--- src/rtl/frogger_game_ctrl_pkg.sv ---
// Shared types and widths for the Frogger game-flow sequencer.
package frogger_game_ctrl_pkg;

  localparam int LIVES_W = 2;
  localparam int LEVEL_W = 4;
  localparam int BCD_W   = 4;
  localparam int TIMER_W = 8;

  // Phase encodings; codes 5..7 are never produced and fall back to IDLE.
  typedef enum logic [2:0] {
    ST_IDLE      = 3'd0,
    ST_PLAY      = 3'd1,
    ST_DEATH     = 3'd2,
    ST_LEVEL_UP  = 3'd3,
    ST_GAME_OVER = 3'd4
  } state_e;

  typedef struct packed {
    logic [BCD_W-1:0] tens;
    logic [BCD_W-1:0] ones;
  } score_t;

  // Two-digit BCD increment that sticks at 99.
  function automatic score_t bcd_inc_sat(input score_t s);
    score_t r;
    r = s;
    if (s.ones == 4'd9) begin
      if (s.tens != 4'd9) begin
        r.tens = s.tens + 4'd1;
        r.ones = 4'd0;
      end
    end else begin
      r.ones = s.ones + 4'd1;
    end
    return r;
  endfunction

endpackage

--- src/rtl/frogger_game_ctrl_if.sv ---
// Signal bundle between the switch/VGA/playfield side and the sequencer.
// Pulses (i_Start edge, i_Frog_Hit, i_Frog_Home) are single-cycle level
// samples on i_Clk; there is no backpressure, every output is registered and
// valid every cycle.
interface frogger_game_ctrl_if;
  import frogger_game_ctrl_pkg::*;

  logic               i_VSync;
  logic               i_Start;
  logic               i_Frog_Hit;
  logic               i_Frog_Home;
  logic [2:0]         o_State;
  logic               o_Freeze;
  logic               o_Respawn;
  logic [LIVES_W-1:0] o_Lives;
  logic [LEVEL_W-1:0] o_Level;
  logic [BCD_W-1:0]   o_Score_Tens;
  logic [BCD_W-1:0]   o_Score_Ones;

  modport master (
    output i_VSync, i_Start, i_Frog_Hit, i_Frog_Home,
    input  o_State, o_Freeze, o_Respawn, o_Lives, o_Level,
           o_Score_Tens, o_Score_Ones
  );

  modport slave (
    input  i_VSync, i_Start, i_Frog_Hit, i_Frog_Home,
    output o_State, o_Freeze, o_Respawn, o_Lives, o_Level,
           o_Score_Tens, o_Score_Ones
  );
endinterface

--- src/rtl/frogger_game_ctrl_frame_tick.sv ---
// Turns the falling edge of VSync into a one-cycle frame tick.
module frame_tick_gen (
  input  logic i_Clk,
  input  logic i_Rst_L,
  input  logic i_VSync,
  output logic o_Tick
);

  logic vsync_q;
  logic tick_q;

  // Remember last VSync sample and register the 1->0 transition as the tick.
  always_ff @(posedge i_Clk or negedge i_Rst_L) begin
    if (!i_Rst_L) begin
      vsync_q <= 1'b0;
      tick_q  <= 1'b0;
    end else begin
      vsync_q <= i_VSync;
      tick_q  <= vsync_q & ~i_VSync;
    end
  end

  assign o_Tick = tick_q;

endmodule

--- src/rtl/frogger_game_ctrl.sv ---
// Frogger game-flow sequencer: phase FSM, lives, level and BCD score.
module frogger_game_ctrl
  import frogger_game_ctrl_pkg::*;
#(
  parameter int LIVES_INIT   = 3,
  parameter int MAX_LEVEL    = 9,
  parameter int DEATH_FRAMES = 60,
  parameter int LEVEL_FRAMES = 90
) (
  input  logic               i_Clk,
  input  logic               i_Rst_L,
  frogger_game_ctrl_if.slave bus
);

  localparam logic [LIVES_W-1:0] LIVES_LOAD = LIVES_W'(LIVES_INIT);
  localparam logic [LEVEL_W-1:0] LEVEL_MAX  = LEVEL_W'(MAX_LEVEL);
  localparam logic [TIMER_W-1:0] DEATH_LAST = TIMER_W'(DEATH_FRAMES - 1);
  localparam logic [TIMER_W-1:0] LEVEL_LAST = TIMER_W'(LEVEL_FRAMES - 1);

  state_e             state_q, state_d;
  logic [LIVES_W-1:0] lives_q, lives_d;
  logic [LEVEL_W-1:0] level_q, level_d;
  score_t             score_q, score_d;
  logic [TIMER_W-1:0] timer_q, timer_d;
  logic               freeze_q, freeze_d;
  logic               respawn_q, respawn_d;
  logic               start_q;
  logic               start_edge;
  logic               tick;

  frame_tick_gen u_tick (
    .i_Clk   (i_Clk),
    .i_Rst_L (i_Rst_L),
    .i_VSync (bus.i_VSync),
    .o_Tick  (tick)
  );

  assign start_edge = bus.i_Start & ~start_q;

  // Phase sequencing and the game counters that move with it.
  always_comb begin
    state_d   = state_q;
    lives_d   = lives_q;
    level_d   = level_q;
    score_d   = score_q;
    timer_d   = timer_q;
    respawn_d = 1'b0;
    case (state_q)
      ST_IDLE: begin
        if (start_edge) begin
          state_d   = ST_PLAY;
          lives_d   = LIVES_LOAD;
          level_d   = LEVEL_W'(1);
          score_d   = '0;
          respawn_d = 1'b1;
        end
      end
      ST_PLAY: begin
        // A hit takes priority over reaching home in the same cycle.
        if (bus.i_Frog_Hit) begin
          timer_d = '0;
          if (lives_q > LIVES_W'(1)) begin
            lives_d = lives_q - LIVES_W'(1);
            state_d = ST_DEATH;
          end else begin
            lives_d = '0;
            state_d = ST_GAME_OVER;
          end
        end else if (bus.i_Frog_Home) begin
          score_d = bcd_inc_sat(score_q);
          timer_d = '0;
          state_d = ST_LEVEL_UP;
          if (level_q < LEVEL_MAX) level_d = level_q + LEVEL_W'(1);
        end
      end
      ST_DEATH: begin
        if (tick) begin
          if (timer_q == DEATH_LAST) begin
            state_d   = ST_PLAY;
            respawn_d = 1'b1;
          end else begin
            timer_d = timer_q + TIMER_W'(1);
          end
        end
      end
      ST_LEVEL_UP: begin
        if (tick) begin
          if (timer_q == LEVEL_LAST) begin
            state_d   = ST_PLAY;
            respawn_d = 1'b1;
          end else begin
            timer_d = timer_q + TIMER_W'(1);
          end
        end
      end
      ST_GAME_OVER: begin
        if (start_edge) state_d = ST_IDLE;
      end
      default: state_d = ST_IDLE;
    endcase
    freeze_d = (state_d != ST_PLAY);
  end

  // State, counters and registered outputs.
  always_ff @(posedge i_Clk or negedge i_Rst_L) begin
    if (!i_Rst_L) begin
      state_q   <= ST_IDLE;
      lives_q   <= LIVES_LOAD;
      level_q   <= LEVEL_W'(1);
      score_q   <= '0;
      timer_q   <= '0;
      freeze_q  <= 1'b1;
      respawn_q <= 1'b0;
      start_q   <= 1'b0;
    end else begin
      state_q   <= state_d;
      lives_q   <= lives_d;
      level_q   <= level_d;
      score_q   <= score_d;
      timer_q   <= timer_d;
      freeze_q  <= freeze_d;
      respawn_q <= respawn_d;
      start_q   <= bus.i_Start;
    end
  end

  assign bus.o_State      = state_q;
  assign bus.o_Freeze     = freeze_q;
  assign bus.o_Respawn    = respawn_q;
  assign bus.o_Lives      = lives_q;
  assign bus.o_Level      = level_q;
  assign bus.o_Score_Tens = score_q.tens;
  assign bus.o_Score_Ones = score_q.ones;

endmodule
--- src/flat_wrapper.sv ---
// flat-port wrapper written by rule: the top's interface ports become plain ports
module frogger_game_ctrl_flat import frogger_game_ctrl_pkg::*;
#(
  parameter int LIVES_INIT   = 3,
  parameter int MAX_LEVEL    = 9,
  parameter int DEATH_FRAMES = 60,
  parameter int LEVEL_FRAMES = 90
)
  (i_Clk, i_Rst_L, bus_i_VSync, bus_i_Start, bus_i_Frog_Hit, bus_i_Frog_Home, bus_o_State, bus_o_Freeze, bus_o_Respawn, bus_o_Lives, bus_o_Level, bus_o_Score_Tens, bus_o_Score_Ones);
  frogger_game_ctrl_if bus_i ();
  input  logic i_Clk;
  input  logic i_Rst_L;
  input wire logic [$bits(bus_i.i_VSync)-1:0] bus_i_VSync;
  input wire logic [$bits(bus_i.i_Start)-1:0] bus_i_Start;
  input wire logic [$bits(bus_i.i_Frog_Hit)-1:0] bus_i_Frog_Hit;
  input wire logic [$bits(bus_i.i_Frog_Home)-1:0] bus_i_Frog_Home;
  output wire logic [$bits(bus_i.o_State)-1:0] bus_o_State;
  output wire logic [$bits(bus_i.o_Freeze)-1:0] bus_o_Freeze;
  output wire logic [$bits(bus_i.o_Respawn)-1:0] bus_o_Respawn;
  output wire logic [$bits(bus_i.o_Lives)-1:0] bus_o_Lives;
  output wire logic [$bits(bus_i.o_Level)-1:0] bus_o_Level;
  output wire logic [$bits(bus_i.o_Score_Tens)-1:0] bus_o_Score_Tens;
  output wire logic [$bits(bus_i.o_Score_Ones)-1:0] bus_o_Score_Ones;
  assign bus_i.i_VSync = bus_i_VSync;
  assign bus_i.i_Start = bus_i_Start;
  assign bus_i.i_Frog_Hit = bus_i_Frog_Hit;
  assign bus_i.i_Frog_Home = bus_i_Frog_Home;
  assign bus_o_State = bus_i.o_State;
  assign bus_o_Freeze = bus_i.o_Freeze;
  assign bus_o_Respawn = bus_i.o_Respawn;
  assign bus_o_Lives = bus_i.o_Lives;
  assign bus_o_Level = bus_i.o_Level;
  assign bus_o_Score_Tens = bus_i.o_Score_Tens;
  assign bus_o_Score_Ones = bus_i.o_Score_Ones;
  frogger_game_ctrl #(.LIVES_INIT(LIVES_INIT), .MAX_LEVEL(MAX_LEVEL), .DEATH_FRAMES(DEATH_FRAMES), .LEVEL_FRAMES(LEVEL_FRAMES)) u_core (.i_Clk(i_Clk), .i_Rst_L(i_Rst_L), .bus(bus_i));
endmodule
--- config.mk ---
export PLATFORM = sky130hd
export DESIGN_NAME = frogger_game_ctrl_flat
export DESIGN_NICKNAME = d
export VERILOG_FILES = /design/src/rtl/frogger_game_ctrl_pkg.sv /design/src/rtl/frogger_game_ctrl_if.sv /design/src/rtl/frogger_game_ctrl_frame_tick.sv /design/src/rtl/frogger_game_ctrl.sv /design/src/flat_wrapper.sv
export SDC_FILE = /design/constraint.sdc
export NUM_CORES = 1
export LEC_CHECK = 0
export BUFFER_PORTS_ARGS = -buffer_cell sky130_fd_sc_hd__buf_2
export CAP_MARGIN = 0
export CORE_UTILIZATION = 45
export DETAILED_ROUTE_END_ITERATION = 7
export PLACE_DENSITY = 0.65
export SETUP_SLACK_MARGIN = 0.1
export SYNTH_ARGS = -nofsm -noshare
export SYNTH_HDL_FRONTEND = slang
export SYNTH_SLANG_ARGS = --single-unit
--- constraint.sdc ---
create_clock -name i_Clk -period 2.3 [get_ports i_Clk]
set_input_delay 0.345 -clock i_Clk [delete_from_list [all_inputs] [get_ports i_Clk]]
set_output_delay 0.345 -clock i_Clk [all_outputs]
set_load 0.01 [all_outputs]
==> metrics.md <==
| Metric | Value |
|---|---|
| Met3 usage | `0.0489` |
| Mapped cell area | `1700 sq um` |
| Cell area after layout | `between 1500 and 2000 sq um` |
| Max-Cap Viols | `0` |
| Clock buffer count from CTS | `5` |
| Setup CP Type | `register to register` |
| Die height | `63.4 microns` |
| Fmax achieved | `roughly 500 MHz` |
| Setup Skew | `0.00256 ns` |
| Largest net degree at the start of global routing | `31` |
| Avg Synthesized Cell Area | `10.2 sq um` |
| DR WL/cell | `14.4 microns` |
| CP max stage delay | `approximately 0.54 ns` |
| Status | `complete, no violations` |
| Vias post-DR | `1355` |
| Fraction of layout cells with a size suffix above 1 | `0.237` |
| Ports | `25` |
| Post-synth EDFFs | `0` |
| Setup WS pre-CTS | `0.379 ns` |
| Initial DRC Count | `87` |
| Layout area overhead | `14.2%` |
| Fin crit share | `0.847` |
| Final Max Tran Viols | `0` |
| Starting density of the core | `0.489` |
| Final setup fails | `0` |
| PortBufs | `24` |
| # resized after CTS | `0` |
| Final RePlAce weighted congestion | `0.836` |
| All-Layer GR Usage | `0.197` |
| CP Cell Sequence | `nor3b_1 -> and2_1 -> o21ai_2 -> mux2_2` |
| CTS max path bufs | `2` |
| CTS Root Buffer Type | `clkbuf_8` |
| Sink Count | `30` |
| Share of the synthesized area in the top cell type | `0.383` |
| Remaining global-route overflow | `0` |
| FP Rows | `21` |
| DRT Pass-1 Iters | `4` |
| DRC | `0` |
| First-pass GRT wire length | `6090 microns` |
| TritonCTS clock tree | `yes` |
| Final TNS setup | `0 ns` |
| Top FF cell, synth | `dfrtp_1` |
| Clk pin slew, worst setup/hold paths | `roughly 0.060 ns` |
| Final #Nets | `207` |
| Setup crit end kind | `register` |
| Most frequent cell after synthesis | `dfrtp_1` |
| Cell taking the most area after synthesis | `dfrtp_1` |
| Synth cell count leaders | `dfrtp_1 (26), o21ai_0 (13), nor2_1 (11), nand2_1 (9)` |
| CORE AREA | `between 3000 and 4000 sq um` |
| Synth unique cells | `52` |
| Antenna diode count | `0` |
| Slowest stage cell, crit path | `dfrtp_1` |
| Vias per cell | `5.65` |
| Die width | `63.4 microns` |
| Worst Tran Pin Value | `0.653 ns` |
| Worst-Skew Late Latency | `around 0.28 ns` |
| Grt met2 use | `0.286` |
| Die Area | `4020 sq um` |
| Pwr dens | `1070 nW/um^2` |
| RSZ-0062 raised after global routing | `false` |
| Bufs and invs on worst path | `0` |
| Sequential cell area fraction in the yosys report | `0.445` |
| Post-CTS setup buffers | `0` |
| Post-place instance area | `1850 sq um` |
| Kind of start point of the critical path | `register` |
| Synth Net Count | `181` |
| Synth Warn # | `0` |
| Final Hold Viols | `0` |
| Hpwl dp | `2430 microns` |
| Seq cells post-synth | `30` |
| WP data arrival | `approximately 2.1 ns` |
| Max transition margin | `0.565` |
| Critical-path maximum fanout | `13` |
| Cts hold-fix bufs | `0` |
| Mapped Cells | `167` |
| Critical Path RT | `2.47 ns` |
| CTS H-Tree Depth | `2` |
| Synth area leaders | `dfrtp_1 (38%), dfstp_2 (6.2%), ha_1 (5.9%)` |
| Leak | `0.951 nW` |
| Drt total wl | `between 3000 and 4000 microns` |
| Vias in the first global route | `1275` |
| FFs w/ async S/R, synth | `1.00` |
| Setup ws final | `approximately 0.35 ns` |
| Power, Total | `2.06 mW` |
| Hold/Removal Path Class | `input pin to async pin` |
| DRT antenna net count | `0` |
| Final Critical Period | `1.95 ns` |
| Largest delay share family, worst path | `simple AND/OR/NAND/NOR gates` |
| Maximum vdd drop | `0.000387 V` |
| Grt met1 use | `0.269` |
| Initial antenna violation count | `0` |
| GRT busiest layer | `met2` |
## logic make-up after synthesis
group                      count (synthesis)  share of synthesized area
buffers and inverters                     14                     0.0383
muxes                                      3                     0.0192
AOI/OAI and AO/OA                         49                      0.194
and+or+nand+nor                           62                      0.239
xor gates and xnor gates                   1                    0.00516
adders and majority gates                  8                     0.0590
DFF                                       30                      0.445
## cell type report
class / count / area, sq um
flip-flops and latches: 30 / 756
clock inverters: 1 / 5.00
fillers: 318 / 1530
well taps: 46 / 57.6
repair buffers: 25 / 128
multi-input cells: 123 / 876
inverters: 8 / 30.0
clock buffers: 7 / 86.3
## where the power goes
part | internal [mW] | switching, mW | leakage (nW)
Clock | 0.241 | 0.188 | 0.0482
Combinational | 0.323 | 0.428 | 0.515
Sequential | 0.691 | 0.195 | 0.388
## final timing paths
kind                                  startpoint                    endpoint  slack [ns]  cells past startpoint
min in group i_Clk                   bus_i_VSync       u_core.u_tick.vsync_q        0.18                      1
hold / removal                           i_Rst_L           u_core.timer_q[4]        0.08                      1
setup reg to reg           u_core.bus.o_State[1]  u_core.bus.o_Score_Tens[0]        0.35                      4
setup / recovery           u_core.bus.o_State[1]  u_core.bus.o_Score_Tens[0]        0.35                      4
hold reg to reg            u_core.u_tick.vsync_q        u_core.u_tick.o_Tick        0.47                      1
max in group asynchronous                i_Rst_L       u_core.bus.o_Level[3]        1.79                      1
## cells in the final DEF (no fill, tap or decap), drive strengths merged, types with 6 or more instances in the layout
cell	count
dfrtp	26
buf	25
o21ai	15
nor2	13
nand2	9
inv	8
ha	8
clkbuf	7
a21oi	6
nand3	6
o31ai	6
## per-stage QoR
step | util | hold WS [ns] | std cells
detailed placement | 0.532 | 0.420 | 232
CTS | 0.559 | 0.115 | 240
global route | 0.559 | 0.134 | 240
floorplan | - | 0.0494 | 167
global placement | 0.532 | 0.408 | 232
finish | 0.559 | 0.0834 | 240
## layer usage
layer / wire length, microns / vias up
li1: - / 673
met1: 1690 / 637
met2: 1520 / 37
met3: 177 / 8
met4: 65 / 0
met5: 0 / -
## registers in the layout, indices dropped and copies added (netlist names)
name	count
u_core.bus.o_Score_Ones	4
u_core.bus.o_State	3
u_core.u_tick.vsync_q	1
u_core.bus.o_Lives	2
u_core.bus.o_Freeze	1
u_core.bus.o_Level	4
u_core.timer_q	8
u_core.u_tick.o_Tick	1
u_core.bus.o_Score_Tens	4
u_core.bus.o_Respawn	1
u_core.start_q	1
Note: power is estimated with default switching activity, not from simulation.
